`config.mk`:
```
export PLATFORM = sky130hd
export DESIGN_NAME = if_stage_flat
export DESIGN_NICKNAME = d
export VERILOG_FILES = /design/src/rtl/if_stage_if.sv /design/src/rtl/if_stage.sv /design/src/flat_wrapper.sv
export SDC_FILE = /design/constraint.sdc
export NUM_CORES = 1
export LEC_CHECK = 0
export BUFFER_PORTS_ARGS = -buffer_cell sky130_fd_sc_hd__buf_2
export CORE_ASPECT_RATIO = 1.5
export CORE_MARGIN = 2
export CORE_UTILIZATION = 50
export DETAILED_ROUTE_END_ITERATION = 8
export PLACE_DENSITY = 0.76
export SLEW_MARGIN = 20
export SYNTH_ARGS = -nofsm -noshare
export SYNTH_HDL_FRONTEND = slang
export SYNTH_SLANG_ARGS = --single-unit
export TNS_END_PERCENT = 20
```
`constraint.sdc`:
```
create_clock -name clk -period 3.85 [get_ports clk]
set_input_delay 0.77 -clock clk [delete_from_list [all_inputs] [get_ports clk]]
set_output_delay 0.77 -clock clk [all_outputs]
set_load 0.01 [all_outputs]
```
`src/rtl/if_stage_if.sv`:
```
// Instruction-memory fetch port of if_stage: the fetch request going out and the
// fetched word coming back, bundled so the fetch stage and the SRAM model share one port.
interface if_stage_if;
    // Handshake: a request is live in every cycle where imem_re_o=1, for address imem_addr_o.
    // It completes in the cycle where imem_ready_i=1, and imem_rdata_i is valid in that cycle only.
    // If imem_addr_o changes, or imem_re_o drops, the old request is abandoned and never completes.
    logic        imem_re_o;
    logic [15:0] imem_addr_o;
    logic [15:0] imem_rdata_i;
    logic        imem_ready_i;

    modport master (
        output imem_re_o,
        output imem_addr_o,
        input  imem_rdata_i,
        input  imem_ready_i
    );

    modport slave (
        input  imem_re_o,
        input  imem_addr_o,
        output imem_rdata_i,
        output imem_ready_i
    );
endinterface

```
`src/rtl/if_stage.sv`:
```
// Instruction-fetch stage: PC register, imem handshake, HOLD parking buffer and IF/ID register.
// Optional macro BRANCH_DELAY_SLOT_EN: the instruction after a taken branch executes instead of being squashed.
module if_stage #(
    parameter logic [15:0] RESET_PC = 16'h0000,
    parameter logic [15:0] NOP_INST = 16'h0800
) (
    input  logic        clk,
    input  logic        rst,
    input  logic        stall_req_i,
    input  logic        mem_stall_i,
    input  logic        branch_flag_i,
    input  logic [15:0] branch_addr_i,
    if_stage_if.master  imem,
    output logic [15:0] pc_o,
    output logic [15:0] inst_o,
    output logic        valid_o,
    output logic [1:0]  dbg_state_o
);

    // dbg_state_o encoding: 0 = RST, 1 = FETCH, 2 = HOLD.
    typedef enum logic [1:0] {
        S_RST   = 2'd0,
        S_FETCH = 2'd1,
        S_HOLD  = 2'd2
    } state_t;

    state_t      state_q, state_d;
    logic [15:0] fetch_pc_q, fetch_pc_d;
    logic [15:0] pc_q, pc_d;
    logic [15:0] inst_q, inst_d;
    logic        valid_q, valid_d;
    logic [15:0] hold_buf_q, hold_buf_d;

`ifdef BRANCH_DELAY_SLOT_EN
    logic        redirect_pend_q, redirect_pend_d;
    logic [15:0] redirect_addr_q, redirect_addr_d;
`endif

    logic        fetched;
    logic [15:0] word;
    logic        take;

    always_comb begin
        state_d    = state_q;
        fetch_pc_d = fetch_pc_q;
        pc_d       = pc_q;
        inst_d     = inst_q;
        valid_d    = valid_q;
        hold_buf_d = hold_buf_q;
`ifdef BRANCH_DELAY_SLOT_EN
        redirect_pend_d = redirect_pend_q;
        redirect_addr_d = redirect_addr_q;
`endif
        take = 1'b0;

        // In HOLD the parked word stands in for a word returned this cycle.
        fetched = (state_q == S_HOLD) ||
                  ((state_q == S_FETCH) && !mem_stall_i && imem.imem_ready_i);
        word    = (state_q == S_HOLD) ? hold_buf_q : imem.imem_rdata_i;

        case (state_q)
            S_RST: begin
                state_d = S_FETCH;
            end
            default: begin
                if (stall_req_i) begin
                    if ((state_q == S_FETCH) && fetched) begin
                        hold_buf_d = imem.imem_rdata_i;
                        state_d    = S_HOLD;
                    end
                end else begin
                    state_d = S_FETCH;
`ifdef BRANCH_DELAY_SLOT_EN
                    if (redirect_pend_q) begin
                        take = fetched;
                        if (fetched) begin
                            fetch_pc_d      = redirect_addr_q;
                            redirect_pend_d = 1'b0;
                        end
                    end else if (branch_flag_i) begin
                        take = fetched;
                        if (fetched) begin
                            fetch_pc_d = branch_addr_i;
                        end else begin
                            redirect_pend_d = 1'b1;
                            redirect_addr_d = branch_addr_i;
                        end
                    end else begin
                        take = fetched;
                        if (fetched) begin
                            fetch_pc_d = fetch_pc_q + 16'd1;
                        end
                    end
`else
                    // Redirect squashes whatever returned this cycle; the address change cancels it.
                    if (branch_flag_i) begin
                        fetch_pc_d = branch_addr_i;
                    end else begin
                        take = fetched;
                        if (fetched) begin
                            fetch_pc_d = fetch_pc_q + 16'd1;
                        end
                    end
`endif
                    if (take) begin
                        pc_d    = fetch_pc_q + 16'd1;
                        inst_d  = word;
                        valid_d = 1'b1;
                    end else begin
                        inst_d  = NOP_INST;
                        valid_d = 1'b0;
                    end
                end
            end
        endcase
    end

    always_ff @(posedge clk or posedge rst) begin
        if (rst) begin
            state_q    <= S_RST;
            fetch_pc_q <= RESET_PC;
            pc_q       <= 16'h0000;
            inst_q     <= NOP_INST;
            valid_q    <= 1'b0;
            hold_buf_q <= 16'h0000;
`ifdef BRANCH_DELAY_SLOT_EN
            redirect_pend_q <= 1'b0;
            redirect_addr_q <= 16'h0000;
`endif
        end else begin
            state_q    <= state_d;
            fetch_pc_q <= fetch_pc_d;
            pc_q       <= pc_d;
            inst_q     <= inst_d;
            valid_q    <= valid_d;
            hold_buf_q <= hold_buf_d;
`ifdef BRANCH_DELAY_SLOT_EN
            redirect_pend_q <= redirect_pend_d;
            redirect_addr_q <= redirect_addr_d;
`endif
        end
    end

    assign imem.imem_re_o   = (state_q == S_FETCH) && !mem_stall_i;
    assign imem.imem_addr_o = fetch_pc_q;
    assign pc_o             = pc_q;
    assign inst_o           = inst_q;
    assign valid_o          = valid_q;
    assign dbg_state_o      = state_q;

endmodule

```
`src/flat_wrapper.sv`:
```
// flat-port wrapper written by rule: the top's interface ports become plain ports
module if_stage_flat 
#(
    parameter logic [15:0] RESET_PC = 16'h0000,
    parameter logic [15:0] NOP_INST = 16'h0800
)
  (clk, rst, stall_req_i, mem_stall_i, branch_flag_i, branch_addr_i, pc_o, inst_o, valid_o, dbg_state_o, imem_imem_re_o, imem_imem_addr_o, imem_imem_rdata_i, imem_imem_ready_i);
  if_stage_if imem_i ();
  input  logic clk;
  input  logic rst;
  input  logic stall_req_i;
  input  logic mem_stall_i;
  input  logic branch_flag_i;
  input  logic [15:0] branch_addr_i;
  output logic [15:0] pc_o;
  output logic [15:0] inst_o;
  output logic valid_o;
  output logic [1:0] dbg_state_o;
  output wire logic [$bits(imem_i.imem_re_o)-1:0] imem_imem_re_o;
  output wire logic [$bits(imem_i.imem_addr_o)-1:0] imem_imem_addr_o;
  input wire logic [$bits(imem_i.imem_rdata_i)-1:0] imem_imem_rdata_i;
  input wire logic [$bits(imem_i.imem_ready_i)-1:0] imem_imem_ready_i;
  assign imem_imem_re_o = imem_i.imem_re_o;
  assign imem_imem_addr_o = imem_i.imem_addr_o;
  assign imem_i.imem_rdata_i = imem_imem_rdata_i;
  assign imem_i.imem_ready_i = imem_imem_ready_i;
  if_stage #(.RESET_PC(RESET_PC), .NOP_INST(NOP_INST)) u_core (.clk(clk), .rst(rst), .stall_req_i(stall_req_i), .mem_stall_i(mem_stall_i), .branch_flag_i(branch_flag_i), .branch_addr_i(branch_addr_i), .imem(imem_i), .pc_o(pc_o), .inst_o(inst_o), .valid_o(valid_o), .dbg_state_o(dbg_state_o));
endmodule
```
### Yosys cells after proc, flatten, opt, wreduce, memory -nomap -nowiden

Index checks and enable logic that the tools add are counted.

* ROM bits: 0
* output and inout port bits: 52
* memory bits (writable): 0
* register bits after elaboration: 67
* memories: 0
* bits in latches: 0
* word-level logic and storage cells: 34

* order comparisons: 0
* div/mod/pow operators: 0
* shift-type cells: 0
* bitwise operators: 2
* eq/ne operators: 3
* reduce and logical (&&, ||, !) cells: 11
* add/subtract/negate cells: 1
* mux-type cells: 11
* multipliers: 0

Operator list (count)
* 2-to-1 mux 16 bit: 4
* adder 16 x 1 -> 16 bit, second input constant: 1
* AND reduction 3 bit: 3
* 2-to-1 mux 2 bit: 3
* 2-to-1 mux 1 bit: 4
* logical AND 1 bit: 3
* != test 3 x 1 -> 1 bit, second input constant: 1
* == test 2 x 1 -> 1 bit, second input constant: 1
* == test 2 bit, second input constant: 1
* logical NOT 2 bit: 1
* NOT 1 bit: 2
* AND reduction 2 bit: 1
* nonzero test 2 bit: 1
* logical NOT 1 bit: 1
* logical OR 1 bit: 1

### Longest topological paths before layout

* word-level depth: 8
* mapped depth: 7

### Worst setup path after synthesis

No wires, ideal clock.

* path type: in2reg
* from: in mem_stall_i
* to: reg u_core.hold_buf_q[10]
* setup slack: 1893 ps
* data arrival time: 1832 ps
* setup time: 125 ps
* stages on the path: 5
* cells stage by stage: nor3b_2 -> and3_1 -> buf_4 -> buf_4 -> mux2_2

* longest elaborated chain between the ends: 6

Ends and longest elaborated chain
* from (decl): RTL line flat_wrapper.sv:12 `input logic mem_stall_i;`
* logical NOT 1 bit: RTL line if_stage.sv:58 `((state_q == S_FETCH) && !mem_stall_i && imem.imem_ready_i);`
* logical AND 1 bit (2 in series): RTL line if_stage.sv:58
* logical OR 1 bit: RTL line if_stage.sv:57 `fetched = (state_q == S_HOLD) ||`
* logical AND 1 bit: RTL line if_stage.sv:67 `if ((state_q == S_FETCH) && fetched) begin`
* AND reduction 3 bit (no line)
* to (signal assigned): RTL line if_stage.sv:136 `hold_buf_q <= hold_buf_d;`
* to (decl): RTL line if_stage.sv:32 `logic [15:0] hold_buf_q, hold_buf_d;`

No other way between the ends.
A chain may end at the register's enable or synchronous reset.

### Final worst setup path

* from: reg u_core.state_q[1] (netlist: u_core.dbg_state_o[1])
* to: reg u_core.pc_q[1] (netlist: u_core.pc_o[1])

* longest elaborated chain between the ends: 8
* elaborated cells between the ends (all ways): 11

Ends and longest elaborated chain
* from (decl): RTL line if_stage.sv:27 `state_t state_q, state_d;`
* from (signal assigned): RTL line if_stage.sv:131 `state_q <= state_d;`
* == test 2 x 1 -> 1 bit: RTL line if_stage.sv:58
* logical AND 1 bit (2 in series): RTL line if_stage.sv:58
* logical OR 1 bit: RTL line if_stage.sv:57
* 2-to-1 mux 1 bit: RTL line if_stage.sv:96 `if (branch_flag_i) begin`
* 2-to-1 mux 1 bit: RTL line if_stage.sv:66 `if (stall_req_i) begin`
* 2-to-1 mux 1 bit: RTL line if_stage.sv:61 `case (state_q)`
* AND reduction 3 bit (no line) (*)
* to (signal assigned): RTL line if_stage.sv:133 `pc_q <= pc_d;`
* to (decl): RTL line if_stage.sv:29 `logic [15:0] pc_q, pc_d;`

Every way passes the cells marked *; elsewhere a longest branch is shown, timed or not. The select of a mux whose other input is x is not followed.

==> results_dict.tcl <==
set metrics [dict create \
    clkSlewWorstSetupHoldPaths_ps 70 \
    dr_total_vias 2657 \
    fin_tns_setup_ps 0 \
    core_area_mm2 0.00653 \
    grt_usage 0.207 \
    cts_made_buffers 9 \
    first_global_vias 2649 \
    seq_power_share 0.472 \
    drv_slew 0 \
    port-buffer-count 89 \
    cp_slowest_stage_delay_ps 650 \
    ys_types 57 \
    cp_num_buf_inv 1 \
    postRouteAntennaNets 0 \
    syn_to_final_growth_pct 20.0 \
    fin_crit_ps 2390 \
    p_comb_frac 0.219 \
    syn_avg_cell_area_um2 10.6 \
    path_delay_family "compound AO/OA/AOI/OAI gates" \
    hold_buffers 0 \
    cellLeakagePower_nw 1.94 \
    worstMarginPinSlew_ps 782 \
    place_congestion 0.828 \
    maxCapViolCount 0 \
    pre_cts_ws_ps 1290 \
    grt_pass1_wl_um 12200 \
    p_per_area_mw_per_mm2 518 \
    p_int_mw 1.45 \
    cts_resized 0 \
    status "completed" \
    die_w_um 71.1 \
    ys_warn_count 0 \
    peakVddDrop_v 0.000294 \
    final_common_cell "buf_2" \
    ys_seq_area_frac 0.497 \
    num-fill-cells 550 \
    crit_required_ps 4080 \
    finalHoldViolCount 0 \
    async_flop_share 1.00 \
    arrival_ps 2620 \
    cp-start-kind "flop" \
    p_sw_frac 0.309 \
    die_area_mm2 0.00744 \
    cpMaxStageDelayCell "o21ai_4" \
    cts.path.max_buffers 2 \
    rsz0062_at_grt "no" \
    htree_levels 3 \
    grt_max_degree 68 \
    io-pin-count 90 \
    clock_sinks 67 \
    synth-seq-cells 67 \
    clockPowerShare 0.309 \
    drt_iter0_drc 93 \
    diodes 0 \
    cts_setup_buffers 0 \
    path_max_fanout 27 \
    hpwlAfterDp_um 5270 \
    fin_nets 439 \
    synth-edff-count 0 \
    wl_per_cell_um 15.4 \
    routed_via_density 5.52 \
    relSlewSlack 0.478 \
    gr-total-overflow 0 \
    die_h_um 105 \
    post-route-period-util 0.620 \
    cp-end-kind "flop" \
    synth_ff_type "dfrtp_1" \
    initial_core_util 0.517 \
    cts_tree "done" \
    clock_latency_ps 350 \
    path_class "reg2reg" \
    power.net_switching_uw 648 \
    syn_area_mm2 0.00337 \
    synth_nets 357 \
    timing.fmax_mhz 419 \
    grt_antenna_before_repair 0 \
    dr.pass1.iters 4 \
    finalSetupViolCount 0 \
    drive_gt1_frac 0.348 \
    drc 0 \
    synth_cells 318 \
    rows 36 \
    path_cells "and2b_1 -> o21ai_4 -> buf_4 -> mux2_2" \
    fin_ws_ps 1460 \
    skew_ps 9.36 \
    final_cell_mix "buf_2, dfrtp_1, nand2_1" \
    drt_wl_total_um 7430 \
    root_buffer "clkbuf_8" \
    hp-class "reg2reg" \
]
==> sequential cells by signal, summed over array words and instances (netlist names) <==
register,flops
u_core.dbg_state_o,2
u_core.hold_buf_q,16
u_core.imem.imem_addr_o,16
u_core.inst_o,16
u_core.pc_o,16
u_core.valid_o,1
==> tightest hold or removal path, delay by kind of cell, from the launching register on <==
kind               cells  cell delay (ps)
and+or+nand+nor        1               60
DFF                    1              340
AOI/OAI and AO/OA      1               50
==> final timing paths <==
check	start	end	slack [ps]	depth (start not counted)
setup / recovery	u_core.dbg_state_o[1]	u_core.pc_o[1]	1460	4
setup reg to reg	u_core.dbg_state_o[1]	u_core.pc_o[1]	1460	4
hold / removal	u_core.pc_o[10]	u_core.pc_o[10]	480	2
hold reg to reg	u_core.pc_o[10]	u_core.pc_o[10]	480	2
min in group asynchronous	rst	u_core.valid_o	490	3
max in group asynchronous	rst	u_core.inst_o[11]	3040	3
==> power by group through the flow <==
stage          sequential [mW]  combinational [mW]  clock [mW]
4_1_cts                  0.990               0.468       0.655
2_1_floorplan             1.01               0.278           0
6_report                 0.989               0.460       0.647
3_3_place_gp             0.995               0.451           0
5_1_grt                   1.01               0.511       0.682
3_5_place_dp              1.00               0.467           0
==> cells in the mapped netlist, types with 2 or more instances <==
cell | instances | area, µm²
buf_4 | 3 | 22.5
buf_6 | 2 | 22.5
clkbuf_1 | 7 | 26.3
o31a_1 | 2 | 17.5
o21ai_0 | 35 | 175
nor2_1 | 12 | 45.0
and3_1 | 4 | 25.0
mux2i_1 | 16 | 160
dfrtp_1 | 66 | 1650
a31oi_1 | 5 | 31.3
inv_1 | 4 | 15.0
o21bai_1 | 2 | 15.0
a211oi_1 | 2 | 15.0
xor2_1 | 3 | 26.3
mux2_2 | 17 | 191
nor4_4 | 3 | 63.8
nand4_4 | 2 | 42.5
nand2_1 | 46 | 173
a311oi_1 | 2 | 17.5
o21ba_2 | 2 | 20.0
o21ai_1 | 6 | 30.0
xnor2_1 | 10 | 87.6
a22oi_1 | 3 | 22.5
a21oi_1 | 11 | 55.1
nand3_1 | 7 | 35.0
buf_2 | 7 | 35.0
nor3_1 | 8 | 40.0
o221ai_1 | 2 | 17.5
==> routing by layer <==
| layer | part of all wire | routed length (µm) | vias to the layer above | global-route usage |
|---|---|---|---|---|
| li1 | - | - | 1304 | - |
| met1 | 0.42 | 3090 | 1256 | 0.247 |
| met2 | 0.50 | 3740 | 79 | 0.332 |
| met3 | 0.055 | 406 | 18 | 0.0598 |
| met4 | 0.026 | 195 | 0 | 0.112 |
| met5 | 0 | 0 | - | 0 |
==> logic make-up (layout without fill, tap and decap cells) <==
logic type                 after synthesis  after routing  synth area share
AOI/OAI and AO/OA                       81             81             0.151
xor gates and xnor gates                13             13            0.0337
adders and majority gates                1              1           0.00371
buffers and inverters                   25            112            0.0430
DFF                                     67             67             0.497
muxes                                   33             33             0.104
and+or+nand+nor                         98             98             0.168
==> cell type report <==
cell class	instances	area [µm²]	share of cell area
Clock buffer	11	141	0.0349
Clock inverter	5	77.6	0.0192
Inverter	4	15.0	0.00371
Multi-Input combinational cell	226	1560	0.386
Sequential cell	67	1680	0.414
Tap cell	76	95.1	0.0235
Timing Repair Buffer	92	480	0.119
==> through the flow <==
step / power, mW / area (µm²) / hold slack [ps] / cells / utilization
2_1_floorplan: 1.29 / 3370 / 477 / 318 / -
3_3_place_gp: 1.45 / 3830 / 456 / 465 / 0.587
3_5_place_dp: 1.47 / 3830 / 466 / 465 / 0.587
4_1_cts: 2.11 / 4050 / 481 / 481 / 0.620
5_1_grt: 2.20 / 4050 / 496 / 481 / 0.620
6_report: 2.10 / 4050 / 479 / 481 / 0.620
Power figures use the tool's default switching activity.
